## src/rtl/regfile_mp.sv

```systemverilog
// Multi-port integer register file: NRD combinational read ports, two prioritised
// write ports with optional same-cycle bypass, hardwired-zero entry 0, sequential clear engine.
module regfile_mp #(
    parameter int XLEN   = 32,
    parameter int AW     = 5,
    parameter int NRD    = 2,
    parameter int BYPASS = 1
) (
    input  logic                clk,
    input  logic                reset,
    input  logic                clear_req,
    output logic                ready,
    input  logic                we0,
    input  logic [AW-1:0]       wa0,
    input  logic [XLEN-1:0]     wd0,
    input  logic                we1,
    input  logic [AW-1:0]       wa1,
    input  logic [XLEN-1:0]     wd1,
    input  logic [NRD*AW-1:0]   ra,
    output logic [NRD*XLEN-1:0] rd,
    output logic                wr_conflict
);

    localparam int NREGS = 2 ** AW;

    typedef enum logic {RUN, CLEAR} state_t;

    state_t          state, state_next;
    logic [AW-1:0]   cidx, cidx_next;
    logic            ready_next;
    logic            conflict_next;
    logic [XLEN-1:0] mem [NREGS];

    logic wr_en;
    logic same_addr;
    logic wr0;
    logic wr1;

    // A write only lands in RUN without a clear request; port 1 wins a collision.
    assign wr_en     = (state == RUN) && !clear_req && !reset;
    assign same_addr = we0 && we1 && (wa0 == wa1);
    assign wr1       = wr_en && we1 && (wa1 != '0);
    assign wr0       = wr_en && we0 && (wa0 != '0) && !same_addr;

    always_ff @(posedge clk) begin
        if (reset) begin
            state       <= CLEAR;
            cidx        <= AW'(1);
            ready       <= 1'b0;
            wr_conflict <= 1'b0;
        end else begin
            state       <= state_next;
            cidx        <= cidx_next;
            ready       <= ready_next;
            wr_conflict <= conflict_next;
        end
    end

    always_comb begin
        state_next    = state;
        cidx_next     = cidx;
        ready_next    = ready;
        conflict_next = 1'b0;
        case (state)
            RUN: begin
                if (clear_req) begin
                    state_next = CLEAR;
                    cidx_next  = AW'(1);
                    ready_next = 1'b0;
                end else begin
                    conflict_next = same_addr && (wa0 != '0);
                end
            end
            CLEAR: begin
                if (cidx == AW'(NREGS - 1)) begin
                    state_next = RUN;
                    ready_next = 1'b1;
                end else begin
                    cidx_next = cidx + AW'(1);
                end
            end
            default: begin
                state_next = CLEAR;
                cidx_next  = AW'(1);
                ready_next = 1'b0;
            end
        endcase
    end

    // Array storage carries no reset; the clear engine establishes known contents.
    always_ff @(posedge clk) begin
        if (!reset && state == CLEAR) begin
            mem[cidx] <= '0;
        end else begin
            if (wr0) mem[wa0] <= wd0;
            if (wr1) mem[wa1] <= wd1;
        end
    end

    for (genvar k = 0; k < NRD; k++) begin : g_rd
        logic [AW-1:0]   addr;
        logic [XLEN-1:0] val;

        assign addr = ra[k*AW +: AW];

        always_comb begin
            val = mem[addr];
            if (addr == '0 || state == CLEAR) begin
                val = '0;
            end else if (BYPASS != 0 && wr1 && wa1 == addr) begin
                val = wd1;
            end else if (BYPASS != 0 && wr0 && wa0 == addr) begin
                val = wd0;
            end
        end

        assign rd[k*XLEN +: XLEN] = val;
    end

endmodule

```

## config.mk

```make
export PLATFORM = sky130hd
export DESIGN_NAME = regfile_mp
export DESIGN_NICKNAME = d
export VERILOG_FILES = /design/src/rtl/regfile_mp.sv
export SDC_FILE = /design/constraint.sdc
export NUM_CORES = 2
export LEC_CHECK = 0
export BUFFER_PORTS_ARGS = -buffer_cell sky130_fd_sc_hd__buf_2
export CORE_MARGIN = 4
export CORE_UTILIZATION = 55
export DETAILED_ROUTE_END_ITERATION = 10
export PLACE_DENSITY_LB_ADDON = 0.3
export SLEW_MARGIN = 40
export SYNTH_ARGS = -nofsm -noshare
export SYNTH_HDL_FRONTEND = slang
export SYNTH_SLANG_ARGS = --single-unit
```

## constraint.sdc

```tcl
create_clock -name clk -period 4.6 [get_ports clk]
set_input_delay 0.46 -clock clk [delete_from_list [all_inputs] [get_ports clk]]
set_output_delay 0.46 -clock clk [all_outputs]
set_load 0.005 [all_outputs]
```

==> impl_metrics.env <==
export IMPL_finClkSkew_ns=0.0266
export IMPL_setup_tns_ns=0
export IMPL_synth_commonest_cells="nand2_1, edfxtp_1, o21ai_0, mux4_2, clkbuf_1"
export IMPL_status="finished clean"
export IMPL_hold_path_end="ready"
export IMPL_ios=155
export IMPL_register_area_mm2=0.0309
export IMPL_maxCapViolations=0
export IMPL_critical_path_top_delay_family="compound AO/OA/AOI/OAI gates"
export IMPL_grt_max_degree=96
export IMPL_nFillCells=8138
export IMPL_relSlewSlack_pct=40.9
export IMPL_dieArea_mm2=0.114
export IMPL_ys_seq_elements=1032
export IMPL_yosysWarnings=0
export IMPL_critPathMaxFanout=33
export IMPL_setup_violations=0
export IMPL_period_needed_ns=4.53
export IMPL_max_freq_mhz=221
export IMPL_place_congestion=0.890
export IMPL_crit_arrival_ns=4.07
export IMPL_synth_top_area_share_pct=51.6
export IMPL_hold_path_depth=2
export IMPL_grt_use_total_pct=35.3
export IMPL_h_tree_depth=3
export IMPL_drive_above_1_share_pct=23.0
export IMPL_hold_start="reset"
export IMPL_cp_slowest_cell="a31oi_4"
export IMPL_hold_viol=0
export IMPL_wire_per_inst_um=31.7
export IMPL_synthTopCellsByArea="edfxtp_1, mux4_2, o21ai_0, nand2_1, clkbuf_1"
export IMPL_antenna_found_initial=11
export IMPL_cp_start_kind="flop"
export IMPL_ys_seq_area_share_pct=51.9
export IMPL_vias=45400
export IMPL_worstReg2RegStart="state"
export IMPL_power_density_mw_per_mm2=314
export IMPL_postCtsResizedCells=0
export IMPL_worstSkewPairLatency_ns=0.69
export IMPL_yosys_area_top_type="edfxtp_1"
export IMPL_cts_buffers=108
export IMPL_path_buf_inv=3
export IMPL_wirelength_um=201000
export IMPL_synth_nets=5138
export IMPL_r2r_end="mem[14][13]"
export IMPL_drtPass1Iterations=9
export IMPL_hold_buffers=0
export IMPL_cts_root_buf="clkbuf_16"
export IMPL_post_cts_setup_buffer_count=0
export IMPL_fin_nets=4927
export IMPL_synth_most_common_cell="nand2_1"
export IMPL_max_stage_delay_ns=0.60
export IMPL_leakage_uw=0.0219
export IMPL_grt_overflow=0
export IMPL_path_class="flop to output pin"
export IMPL_utilization_pct=60.8
export IMPL_clockBufferDepth=3
export IMPL_grt_pass1_wl_um=291000
export IMPL_peakVddDrop_mv=0.262
export IMPL_start_util_pct=55.5
export IMPL_synth_edf_count=1024
export IMPL_final_area_mm2=0.0652
export IMPL_place_area_mm2=0.0617
export IMPL_synthArstFlopShare_pct=0
export IMPL_dr_first_iter_drc_count=7648
export IMPL_core_area_mm2=0.107
export IMPL_hpwl_um=116000
export IMPL_grt_pass1_vias=43900
export IMPL_final_cells=6333
export IMPL_hold_ws_ns=0.0706
export IMPL_rsz0062_at_grt="no"
export IMPL_vias_per_cell=7.17
export IMPL_hold_path_class="input port to flop"
export IMPL_clkTransAtPathRegs_ns=0.06
export IMPL_ys_types=62
export IMPL_cp_end_kind="output pin"
export IMPL_worst_slew_pin_slew_ns=0.887
export IMPL_dieHeight_um=337
export IMPL_cts_sinks=1032
export IMPL_rr_worst_depth=6
export IMPL_drc=0
export IMPL_finalCritPeriodShare_pct=98.5
export IMPL_cts_tree="done"
export IMPL_multi_input_area_mm2=0.0264
export IMPL_path_cells="nor3_1, o311ai_1, a31oi_4, buf_4, a211o_4, buf_12, o21ai_0, buf_2"
export IMPL_dp_cells=6126
export IMPL_synth_cells=5047
export IMPL_slew_violations=0
export IMPL_die_w_um=337
export IMPL_ant_nets=0
export IMPL_r2r_slack_ns=1.23
export IMPL_portBuffers=154
export IMPL_row_count=120
export IMPL_syn_area_mm2=0.0595
export IMPL_worstPathRequired_ns=4.14
export IMPL_avgSynthCellArea_um2=11.8
export IMPL_synth_ff_type="edfxtp_1"
export IMPL_syn_to_final_growth_pct=9.46
==> how the worst max path moves through the flow <==
stage	start	to	slack (ns)	cells after the start
CTS	state	rd[31]	0.09	8
detailed placement	wa0[2]	rd[31]	0.51	9
finish	state	rd[31]	0.07	8
global placement	wa0[2]	rd[31]	0.59	9
floorplan	wa1[4]	mem[20][0]	0.69	8
global route	state	rd[31]	0.004	8
==> power breakdown <==
group          switching (uW)  internal (uW)
Clock                    3760           4770
Combinational            1060            591
Sequential               30.1          10300
==> layout by cell type (no fill, tap or decap), drive strengths merged, types with 10 or more instances in the layout <==
master  count
nand2b     42
nand3b     12
nor2      113
a32oi      64
o22ai     155
clkbuf    130
clkinv     54
o22a       32
or3        37
edfxtp   1024
inv        44
mux2       11
nand2    1035
mux2i      11
mux4      504
nand4      35
o21ai    1058
buf       333
xnor2      20
nand3      10
or3b       30
o32ai      60
==> worst register-to-register path, cell delays in order, from the launching register on <==
cell	delay [ns]
dfxtp_1	0.42
nor3_1	0.30
o311ai_1	0.19
a31oi_4	0.60
buf_4	0.69
nand2_2	0.63
o21ai_0	0.34
==> per-stage QoR <==
stage | setup WS [ns] | total power [uW]
5_1_grt | 0.00437 | 20900
6_report | 0.0700 | 20500
4_1_cts | 0.0950 | 20400
3_3_place_gp | 0.594 | 12100
2_1_floorplan | 0.691 | 11500
3_5_place_dp | 0.511 | 12100
==> area by class of cell <==
cell class	count	share of cell area [%]
Antenna cell	5	0.0192
Tap cell	1403	2.69
Clock buffer	129	4.30
Clock inverter	70	0.829
Timing Repair Buffer	334	4.04
Sequential cell	1032	47.4
Inverter	41	0.236
Multi-Input combinational cell	3319	40.5
==> flip-flops by register name, indices dropped and copies added, names as in the netlist <==
signal	count
state	1
ready	1
mem	1024
wr_conflict	1
cidx	5
==> kinds of logic after synthesis <==
| family | synth area share [%] |
|---|---|
| adders and majority gates | 0.0420 |
| xor gates and xnor gates | 0.412 |
| and+or+nand+nor | 9.77 |
| AOI/OAI and AO/OA | 13.3 |
| DFF | 51.9 |
| buffers and inverters | 5.07 |
| muxes | 19.5 |
==> layer usage <==
metal	vias up	track usage, %	share of wire, %
li1	18900	-	-
met3	800	10.9	16
met4	8	20.1	6.6
met5	-	0	0.026
met2	3898	52.1	44
met1	21900	46.7	34
(Power assumes the default switching activity.)
